===== src/rtl/regfile_pkg.sv =====
// Shared constants and types for the register-file writeback arbiter.
package regfile_pkg;

    localparam int DATA_W = 32;
    localparam int ADDR_W = 5;
    localparam int NREGS  = 2 ** ADDR_W;

    typedef logic [ADDR_W-1:0] reg_addr_t;

    typedef enum logic {
        SRC_ALU = 1'b0,
        SRC_MEM = 1'b1
    } wb_src_e;

    typedef struct packed {
        logic              valid;
        reg_addr_t         wa;
        logic [DATA_W-1:0] wd;
    } wb_req_t;

endpackage


===== src/rtl/regfile_wb_arbiter_if.sv =====
// Writeback handshakes, decode hazard queries and the register-file write port.
interface regfile_wb_arbiter_if;
    import regfile_pkg::*;

    logic                alu_valid;
    logic                alu_ready;
    reg_addr_t           alu_wa;
    logic [DATA_W-1:0]   alu_wd;

    logic                mem_valid;
    logic                mem_ready;
    reg_addr_t           mem_wa;
    logic [DATA_W-1:0]   mem_wd;

    logic                issue_valid;
    reg_addr_t           issue_wa;
    logic                issue_ready;

    reg_addr_t           ra1;
    reg_addr_t           ra2;
    logic                hazard1;
    logic                hazard2;
    logic                busy;

    logic                we3;
    reg_addr_t           wa3;
    logic [DATA_W-1:0]   wd3;

    // Arbiter side
    modport slave (
        input  alu_valid, alu_wa, alu_wd,
        input  mem_valid, mem_wa, mem_wd,
        input  issue_valid, issue_wa, ra1, ra2,
        output alu_ready, mem_ready, issue_ready,
        output hazard1, hazard2, busy,
        output we3, wa3, wd3
    );

    // Pipeline / register-file side
    modport master (
        output alu_valid, alu_wa, alu_wd,
        output mem_valid, mem_wa, mem_wd,
        output issue_valid, issue_wa, ra1, ra2,
        input  alu_ready, mem_ready, issue_ready,
        input  hazard1, hazard2, busy,
        input  we3, wa3, wd3
    );

endinterface


===== src/rtl/rr_arbiter2.sv =====
// Two-requester round-robin arbiter; req[0]/gnt[0] is ALU, req[1]/gnt[1] is MEM.
module rr_arbiter2
    import regfile_pkg::*;
(
    input  logic       CLK,
    input  logic       RESETn,
    input  logic [1:0] req,
    input  logic       accept,
    output logic [1:0] gnt
);

    wb_src_e last_grant_q;
    wb_src_e last_grant_d;

    // Grant: a lone requester wins; on conflict the one not granted last time wins.
    always_comb begin
        gnt = 2'b00;
        case (req)
            2'b01:   gnt = 2'b01;
            2'b10:   gnt = 2'b10;
            2'b11:   gnt = (last_grant_q == SRC_MEM) ? 2'b01 : 2'b10;
            default: gnt = 2'b00;
        endcase
    end

    // Pointer moves only when a handshake actually completes.
    always_comb begin
        last_grant_d = last_grant_q;
        if (accept) begin
            last_grant_d = gnt[1] ? SRC_MEM : SRC_ALU;
        end
    end

    // Pointer register; MEM after reset so ALU wins the first conflict.
    always_ff @(posedge CLK or negedge RESETn) begin
        if (!RESETn) begin
            last_grant_q <= SRC_MEM;
        end else begin
            last_grant_q <= last_grant_d;
        end
    end

endmodule


===== src/rtl/regfile_wb_arbiter.sv =====
// Shares the register-file write port between ALU and MEM writeback and
// tracks which destination registers still await their write.
module regfile_wb_arbiter
    import regfile_pkg::*;
(
    input  logic                 CLK,
    input  logic                 RESETn,
    regfile_wb_arbiter_if.slave  bus
);

    wb_req_t             alu_req;
    wb_req_t             mem_req;
    logic [1:0]          gnt;
    logic                hs;
    reg_addr_t           win_wa;
    logic [DATA_W-1:0]   win_wd;

    logic                we3_q, we3_d;
    reg_addr_t           wa3_q, wa3_d;
    logic [DATA_W-1:0]   wd3_q, wd3_d;
    logic [NREGS-1:0]    pending_q, pending_d;
    logic                issue_ready;

    assign alu_req = {bus.alu_valid, bus.alu_wa, bus.alu_wd};
    assign mem_req = {bus.mem_valid, bus.mem_wa, bus.mem_wd};

    rr_arbiter2 u_arb (
        .CLK    (CLK),
        .RESETn (RESETn),
        .req    ({mem_req.valid, alu_req.valid}),
        .accept (hs),
        .gnt    (gnt)
    );

    // A grant is only ever given to a valid requester, so any grant is a handshake.
    assign hs = |gnt;

    // Select the winning request's payload.
    always_comb begin
        win_wa = alu_req.wa;
        win_wd = alu_req.wd;
        if (gnt[1]) begin
            win_wa = mem_req.wa;
            win_wd = mem_req.wd;
        end
    end

    // Write stage: r0 writes consume the handshake but never assert we3.
    always_comb begin
        we3_d = hs && (win_wa != '0);
        wa3_d = wa3_q;
        wd3_d = wd3_q;
        if (hs) begin
            wa3_d = win_wa;
            wd3_d = win_wd;
        end
    end

    // Scoreboard: clear on the commit edge first, then a new issue sets (set wins).
    always_comb begin
        pending_d = pending_q;
        if (we3_q && (wa3_q != '0)) begin
            pending_d[wa3_q] = 1'b0;
        end
        if (bus.issue_valid && issue_ready && (bus.issue_wa != '0)) begin
            pending_d[bus.issue_wa] = 1'b1;
        end
    end

    // Write-port and scoreboard registers.
    always_ff @(posedge CLK or negedge RESETn) begin
        if (!RESETn) begin
            we3_q     <= 1'b0;
            wa3_q     <= '0;
            wd3_q     <= '0;
            pending_q <= '0;
        end else begin
            we3_q     <= we3_d;
            wa3_q     <= wa3_d;
            wd3_q     <= wd3_d;
            pending_q <= pending_d;
        end
    end

    assign issue_ready     = !pending_q[bus.issue_wa] || (bus.issue_wa == '0);

    assign bus.alu_ready   = gnt[0];
    assign bus.mem_ready   = gnt[1];
    assign bus.issue_ready = issue_ready;
    assign bus.hazard1     = pending_q[bus.ra1] && (bus.ra1 != '0);
    assign bus.hazard2     = pending_q[bus.ra2] && (bus.ra2 != '0);
    assign bus.busy        = |pending_q;
    assign bus.we3         = we3_q;
    assign bus.wa3         = wa3_q;
    assign bus.wd3         = wd3_q;

endmodule


===== src/flat_wrapper.sv =====
// flat-port wrapper written by rule: the top's interface ports become plain ports
module regfile_wb_arbiter_flat import regfile_pkg::*;
  (CLK, RESETn, bus_alu_valid, bus_alu_wa, bus_alu_wd, bus_mem_valid, bus_mem_wa, bus_mem_wd, bus_issue_valid, bus_issue_wa, bus_ra1, bus_ra2, bus_alu_ready, bus_mem_ready, bus_issue_ready, bus_hazard1, bus_hazard2, bus_busy, bus_we3, bus_wa3, bus_wd3);
  regfile_wb_arbiter_if bus_i ();
  input  logic CLK;
  input  logic RESETn;
  input wire logic [$bits(bus_i.alu_valid)-1:0] bus_alu_valid;
  input wire logic [$bits(bus_i.alu_wa)-1:0] bus_alu_wa;
  input wire logic [$bits(bus_i.alu_wd)-1:0] bus_alu_wd;
  input wire logic [$bits(bus_i.mem_valid)-1:0] bus_mem_valid;
  input wire logic [$bits(bus_i.mem_wa)-1:0] bus_mem_wa;
  input wire logic [$bits(bus_i.mem_wd)-1:0] bus_mem_wd;
  input wire logic [$bits(bus_i.issue_valid)-1:0] bus_issue_valid;
  input wire logic [$bits(bus_i.issue_wa)-1:0] bus_issue_wa;
  input wire logic [$bits(bus_i.ra1)-1:0] bus_ra1;
  input wire logic [$bits(bus_i.ra2)-1:0] bus_ra2;
  output wire logic [$bits(bus_i.alu_ready)-1:0] bus_alu_ready;
  output wire logic [$bits(bus_i.mem_ready)-1:0] bus_mem_ready;
  output wire logic [$bits(bus_i.issue_ready)-1:0] bus_issue_ready;
  output wire logic [$bits(bus_i.hazard1)-1:0] bus_hazard1;
  output wire logic [$bits(bus_i.hazard2)-1:0] bus_hazard2;
  output wire logic [$bits(bus_i.busy)-1:0] bus_busy;
  output wire logic [$bits(bus_i.we3)-1:0] bus_we3;
  output wire logic [$bits(bus_i.wa3)-1:0] bus_wa3;
  output wire logic [$bits(bus_i.wd3)-1:0] bus_wd3;
  assign bus_i.alu_valid = bus_alu_valid;
  assign bus_i.alu_wa = bus_alu_wa;
  assign bus_i.alu_wd = bus_alu_wd;
  assign bus_i.mem_valid = bus_mem_valid;
  assign bus_i.mem_wa = bus_mem_wa;
  assign bus_i.mem_wd = bus_mem_wd;
  assign bus_i.issue_valid = bus_issue_valid;
  assign bus_i.issue_wa = bus_issue_wa;
  assign bus_i.ra1 = bus_ra1;
  assign bus_i.ra2 = bus_ra2;
  assign bus_alu_ready = bus_i.alu_ready;
  assign bus_mem_ready = bus_i.mem_ready;
  assign bus_issue_ready = bus_i.issue_ready;
  assign bus_hazard1 = bus_i.hazard1;
  assign bus_hazard2 = bus_i.hazard2;
  assign bus_busy = bus_i.busy;
  assign bus_we3 = bus_i.we3;
  assign bus_wa3 = bus_i.wa3;
  assign bus_wd3 = bus_i.wd3;
  regfile_wb_arbiter u_core (.CLK(CLK), .RESETn(RESETn), .bus(bus_i));
endmodule

===== config.mk =====
export PLATFORM = sky130hd
export DESIGN_NAME = regfile_wb_arbiter_flat
export DESIGN_NICKNAME = d
export VERILOG_FILES = /design/src/rtl/regfile_pkg.sv /design/src/rtl/regfile_wb_arbiter_if.sv /design/src/rtl/rr_arbiter2.sv /design/src/rtl/regfile_wb_arbiter.sv /design/src/flat_wrapper.sv
export SDC_FILE = /design/constraint.sdc
export NUM_CORES = 1
export LEC_CHECK = 0
export CAP_MARGIN = 5
export CORE_MARGIN = 2
export CORE_UTILIZATION = 46
export CTS_BUF_LIST = sky130_fd_sc_hd__clkbuf_16
export DETAILED_ROUTE_END_ITERATION = 12
export PLACE_DENSITY = 0.91
export SLEW_MARGIN = 20
export SYNTH_ARGS = -nofsm -noshare
export SYNTH_HDL_FRONTEND = slang
export SYNTH_SLANG_ARGS = --single-unit

===== constraint.sdc =====
create_clock -name CLK -period 2.6 [get_ports CLK]
set_input_delay 0.52 -clock CLK [delete_from_list [all_inputs] [get_ports CLK]]
set_output_delay 0.52 -clock CLK [all_outputs]
set_load 0.05 [all_outputs]

After elaboration in Yosys (flattened, before gate mapping)
Cells that the tools add are included.
{ "classes": {"muxes": 17, "bitwise_logic": 3, "n_eq_ne": 3, "n_reduce_logical": 18, "n_lt_le_gt_ge": 6} }
{ "op_table": {"columns": ["op", "n"], "rows": [
  ["2-to-1 mux 32 bit", 3],
  ["AND 32 bit", 1],
  ["inverter 32 bit", 1],
  ["bitwise OR 32 bit", 1],
  ["OR reduction 32 bit", 1],
  ["nonzero test 5 bit", 5],
  ["< comparator 5 x 6 -> 1 bit, second input constant", 4],
  ["binary-select mux 1 bit (select 5 bit)", 3],
  ["demux 1 bit (select 5 bit)", 2],
  [">= comparator 5 x 1 -> 1 bit, second input constant", 2],
  ["logical AND 1 bit", 8],
  ["2-to-1 mux 1 bit", 6],
  ["case mux 2 bit (3 select lines)", 1],
  ["logical NOT 5 bit", 1],
  ["2-to-1 mux 5 bit", 1],
  ["equality test 2 bit, second input constant", 2],
  ["equality test 2 x 1 -> 1 bit, second input constant", 1],
  ["2-to-1 mux 2 bit", 1],
  ["OR reduction 2 bit", 1],
  ["logical NOT 1 bit", 1],
  ["logical OR 1 bit", 1]
]} }
{ "word_totals": {"wordCells": 52, "inputBits": 94, "reg_bits": 71} }

Depth between registers and ports, before layout
Gate-level depths: netlist (run 1).
{ "logic_depth": {"ltp_word": 9, "depth_mapped": 7} }

Modules after synthesis
A second synthesis (run 1) with hierarchy kept.
{ "hier_totals": {"hier_cells": 371, "area_unflattened_um2": 4021.4} }
{ "modules_own_cells": {"columns": ["mod", "area_per_inst_um2", "instances", "seq_area_each_um2", "cells_per_inst"], "rows": [
  ["regfile_wb_arbiter", 3957.5, 1, 1751.7, 366],
  ["rr_arbiter2", 63.8, 1, 26.3, 5]
]} }

Least setup slack after synthesis (run 1)
OpenSTA, ideal clock, no wires.
{ "synth_path": {"path_type": "input-to-output", "startpoint": "input bus_issue_wa[0]", "endpoint": "output bus_issue_ready", "n_path_buf": 1, "path_slack_ns": -0.291, "t_arrival_ns": 2.371, "cell_stages": 5, "cell_sequence": "buf_6 -> mux4_1 -> mux2_2 -> a2bb2o_2 -> o21ai_1"} }
{ "synth_between": {"elab_chain_len": 4, "elab_cells_between_ends": 5, "classes_between": "mux (2); reduce/logical (3)"} }
{ "synth_lines": {"columns": ["element", "line_no", "rtl"], "rows": [
  ["from (decl)", "flat_wrapper.sv:14", "input wire logic [$bits(bus_i.issue_wa)-1:0] bus_issue_wa;"],
  ["binary-select mux 1 bit (select 5 bit)", "regfile_wb_arbiter.sv:85", "assign issue_ready = !pending_q[bus.issue_wa] || (bus.issue_wa == '0);"],
  ["2-to-1 mux 1 bit (not written as such)", "regfile_wb_arbiter.sv:85", null],
  ["logical NOT 1 bit", "regfile_wb_arbiter.sv:85", null],
  ["logical OR 1 bit *", "regfile_wb_arbiter.sv:85", null],
  ["to (decl)", "flat_wrapper.sv:19", "output wire logic [$bits(bus_i.issue_ready)-1:0] bus_issue_ready;"]
]} }
Every way passes the cells marked *; elsewhere a longest branch is shown, timed or not. The select of a mux whose other input is x is not followed.

Final worst setup path (run 1)
Ends and elaborated chain as after synthesis.

==> reports/summary.txt, run 1 <==
Synth Warn #: 0
Cell Area, Placed: 5648 um^2
share of cells above drive strength 1: 18.83%
part of the power in registers: 38.1%
crit path DAT: 2040 ps
clock skew: 6.780 ps
power density cells: 834.4 nW/um^2
Final min period: 2560 ps
Slowest cell on crit path: mux4_2
Seq/Total Area, Yosys: 44.70%
status: complete, no violations
HP Class: in2async
buffer and inverter count on the worst path: 3
f_max: 390.6 MHz
RSZ-0062 raised after global routing: yes
CTS Buf Count: 9
Final HPWL DP: 9521 um
Max VDD drop: 0.4530 mV
Die Ht: 96.99 um
maximum clock insertion buffer count: 2
I/O Pins: 138
drt first-iter violations: 496
max incr delay on CP: 520 ps
Initial Util: 47.93%
Crit Reg-Reg Startpoint: u_core.pending_q[31]
number of clock sinks: 71
MaxCap Viol Count: 0
total routed wirelength: 13480 um
core area: 8299 um^2
setup ws final: 39.75 ps
Leak: 0.002500 uW
die outline width: 96.99 um
Internal Pwr Total: 3119 uW
Startpoint Class: input pin
Crit. Startpoint: bus_issue_wa[0]
DRC: 0
design area: 6026 um^2
Area growth syn-to-layout: 51.49%
Final Max Tran Viols: 0
Switch Pwr: 1909 uW
max_slew headroom: 60.47%
dpl cells: 648
PortBufs: 137
CTS root buffer: clkbuf_16
switching part of the total: 37.96%
most frequent cells in the layout: clkdlybuf4s50_1, nand2_1, dfrtp_1, o21ai_0, a22oi_1
number of antenna violations at the first check in global routing: 0
cell count after synthesis: 405
ys flop type: dfrtp_1
largest net degree at the start of global routing: 72
H-Tree Depth: 3
Async SR Flop Fraction: 100.0%
overall global routing resource usage: 28.63%
Cell Rows: 33
Final Non-Filler Cells: 668
final hold vios: 0
final setup vio count: 0
GRT Residual Overflow: 0
Syn Nets: 499
Gate power share: 37.6%
Synth Cell Area: 3978 um^2
nets: 652
crit end category: output pin
Synth area leader: dfrtp_1
critical path cell sequence: buf_2 -> buf_6 -> mux4_2 -> mux2i_2 -> a2bb2o_4 -> o21ai_4 -> buf_12
remaining antenna violation count: 0
DIE AREA: 9407 um^2
drt pass-1 iters: 5
n_diodes: 0
clock share of power: 24.3%
period utilization: 98.47%
clk slew on worst S/H paths: 60 ps
Vias per Instance: 6.180
Post-CTS Hold Fix Bufs: 0
clk_lat worst skew: 330 ps
Netlist cell types: 38
total number of vias: 4128
first-pass GRT wire length: 21520 um
CP max FO: 5
CP required: 2080 ps
Placer Congestion: 0.9793
synth top area cells: dfrtp_1, mux4_2, nand2_1
CTS tree: yes
synthesized flop and latch total: 71
Avg WL per Cell: 20.18 um
EDFF count, synth: 0
Tightest Pin Transition: 591.1 ps
number of global-route vias before repair: 4315
filler instances: 570
Crit path max-delay family: multiplexers
syn_area_per_cell: 9.821 um^2
kind of critical path: in2out
pre-CTS WS: -465.2 ps
share of the synthesized area in the top cell type: 44.04%
most common cell after layout, fill and taps aside: clkdlybuf4s50_1
## layer usage
layer	vias up	part of all wire [%]	track usage, %
met1	1960	36	33.43
met4	0	4.1	15.06
met2	306	50	47.33
met5	-	0	0
li1	1809	-	-
met3	53	11	8.887
## cell usage after synthesis (all sizes together), types with 3 or more instances
cell    number
nand2b       4
a21oi        3
clkbuf      19
a22oi       32
a221oi       3
nor2        13
dfrtp       70
nand4        4
mux2         7
nand2       78
mux2i       17
inv          6
o21ai       70
nand3b      10
or3          3
buf          9
mux4        19
nand3        8
nor4         9
## cells by family after synthesis
family	Yosys count	share of synthesized area, %
buf+inv	34	3.617
mux	43	17.11
compound gates	119	18.15
simple gates	138	16.42
flops	71	44.70
## path summary, 6_finish.rpt
path / end / slack (ps) / cells past startpoint
min: u_core.bus.wd3[3] / 220 / 2
min reg2reg: u_core.pending_q[0] / 470 / 0
max in group asynchronous: u_core.u_arb.last_grant_q / 2060 / 2
max: bus_issue_ready / 40 / 7
min in group CLK: u_core.pending_q[0] / 470 / 0
max reg2reg: u_core.pending_q[31] / 860 / 3
## state kept, by name (all words and copies together) (netlist names)
| signal | count |
|---|---|
| u_core.pending_q | 32 |
| u_core.bus.wa3 | 5 |
| u_core.bus.we3 | 1 |
| u_core.u_arb.last_grant_q | 1 |
| u_core.bus.wd3 | 32 |
## per-stage QoR
stage / utilization [%] / total power, uW / TNS, ps / hold WS (ps)
after floorplan: - / 2886 / -34.99 / 224.4
after global placement: 68.05 / 3585 / -1047 / 443.7
after detailed placement: 68.05 / 3679 / -1158 / 451.4
after CTS: 72.28 / 4961 / 0 / 233.5
after global routing: 72.61 / 5254 / -6.262 / 237.8
final: 72.61 / 5028 / 0 / 216.2
## final cells by class
class / instances / area (um^2) / share of cell area [%]
tap: 105 / 131.4 / 2.180
inverter: 6 / 22.52 / 0.3738
sequential: 71 / 1785 / 29.63
clock inverter: 7 / 73.82 / 1.225
timing repair buffer: 170 / 1678 / 27.84
clock buffer: 9 / 225.2 / 3.738
multi-input combinational: 300 / 2110 / 35.01
## power groups by stage
stage | combinational (uW) | clock (uW) | sequential, uW
final | 1890 | 1220 | 1910
after global routing | 2030 | 1290 | 1940
after CTS | 1860 | 1230 | 1870
after detailed placement | 1800 | 0 | 1880
after global placement | 1720 | 0 | 1860
after floorplan | 935 | 0 | 1950
## what timing repair did
item | 4_1_cts | 5_1_grt
gates resized for setup | 24 | 13
pin swaps | 2 | 3
setup endpoints to repair | 3 | 3
setup buffers | 3 | 1
(Power assumes the default switching activity.)
==> inputs of run 2 (changes only) <==
--- a/config.mk
+++ b/config.mk
@@ -5,6 +5,7 @@
 export SDC_FILE = /design/constraint.sdc
 export NUM_CORES = 1
 export LEC_CHECK = 0
+export ABC_CLOCK_PERIOD_IN_PS = 2600
 export CAP_MARGIN = 5
 export CORE_MARGIN = 2
 export CORE_UTILIZATION = 46
==> results of run 2 <==
The final DEF is identical to that of run 1; final timing and power are the same.
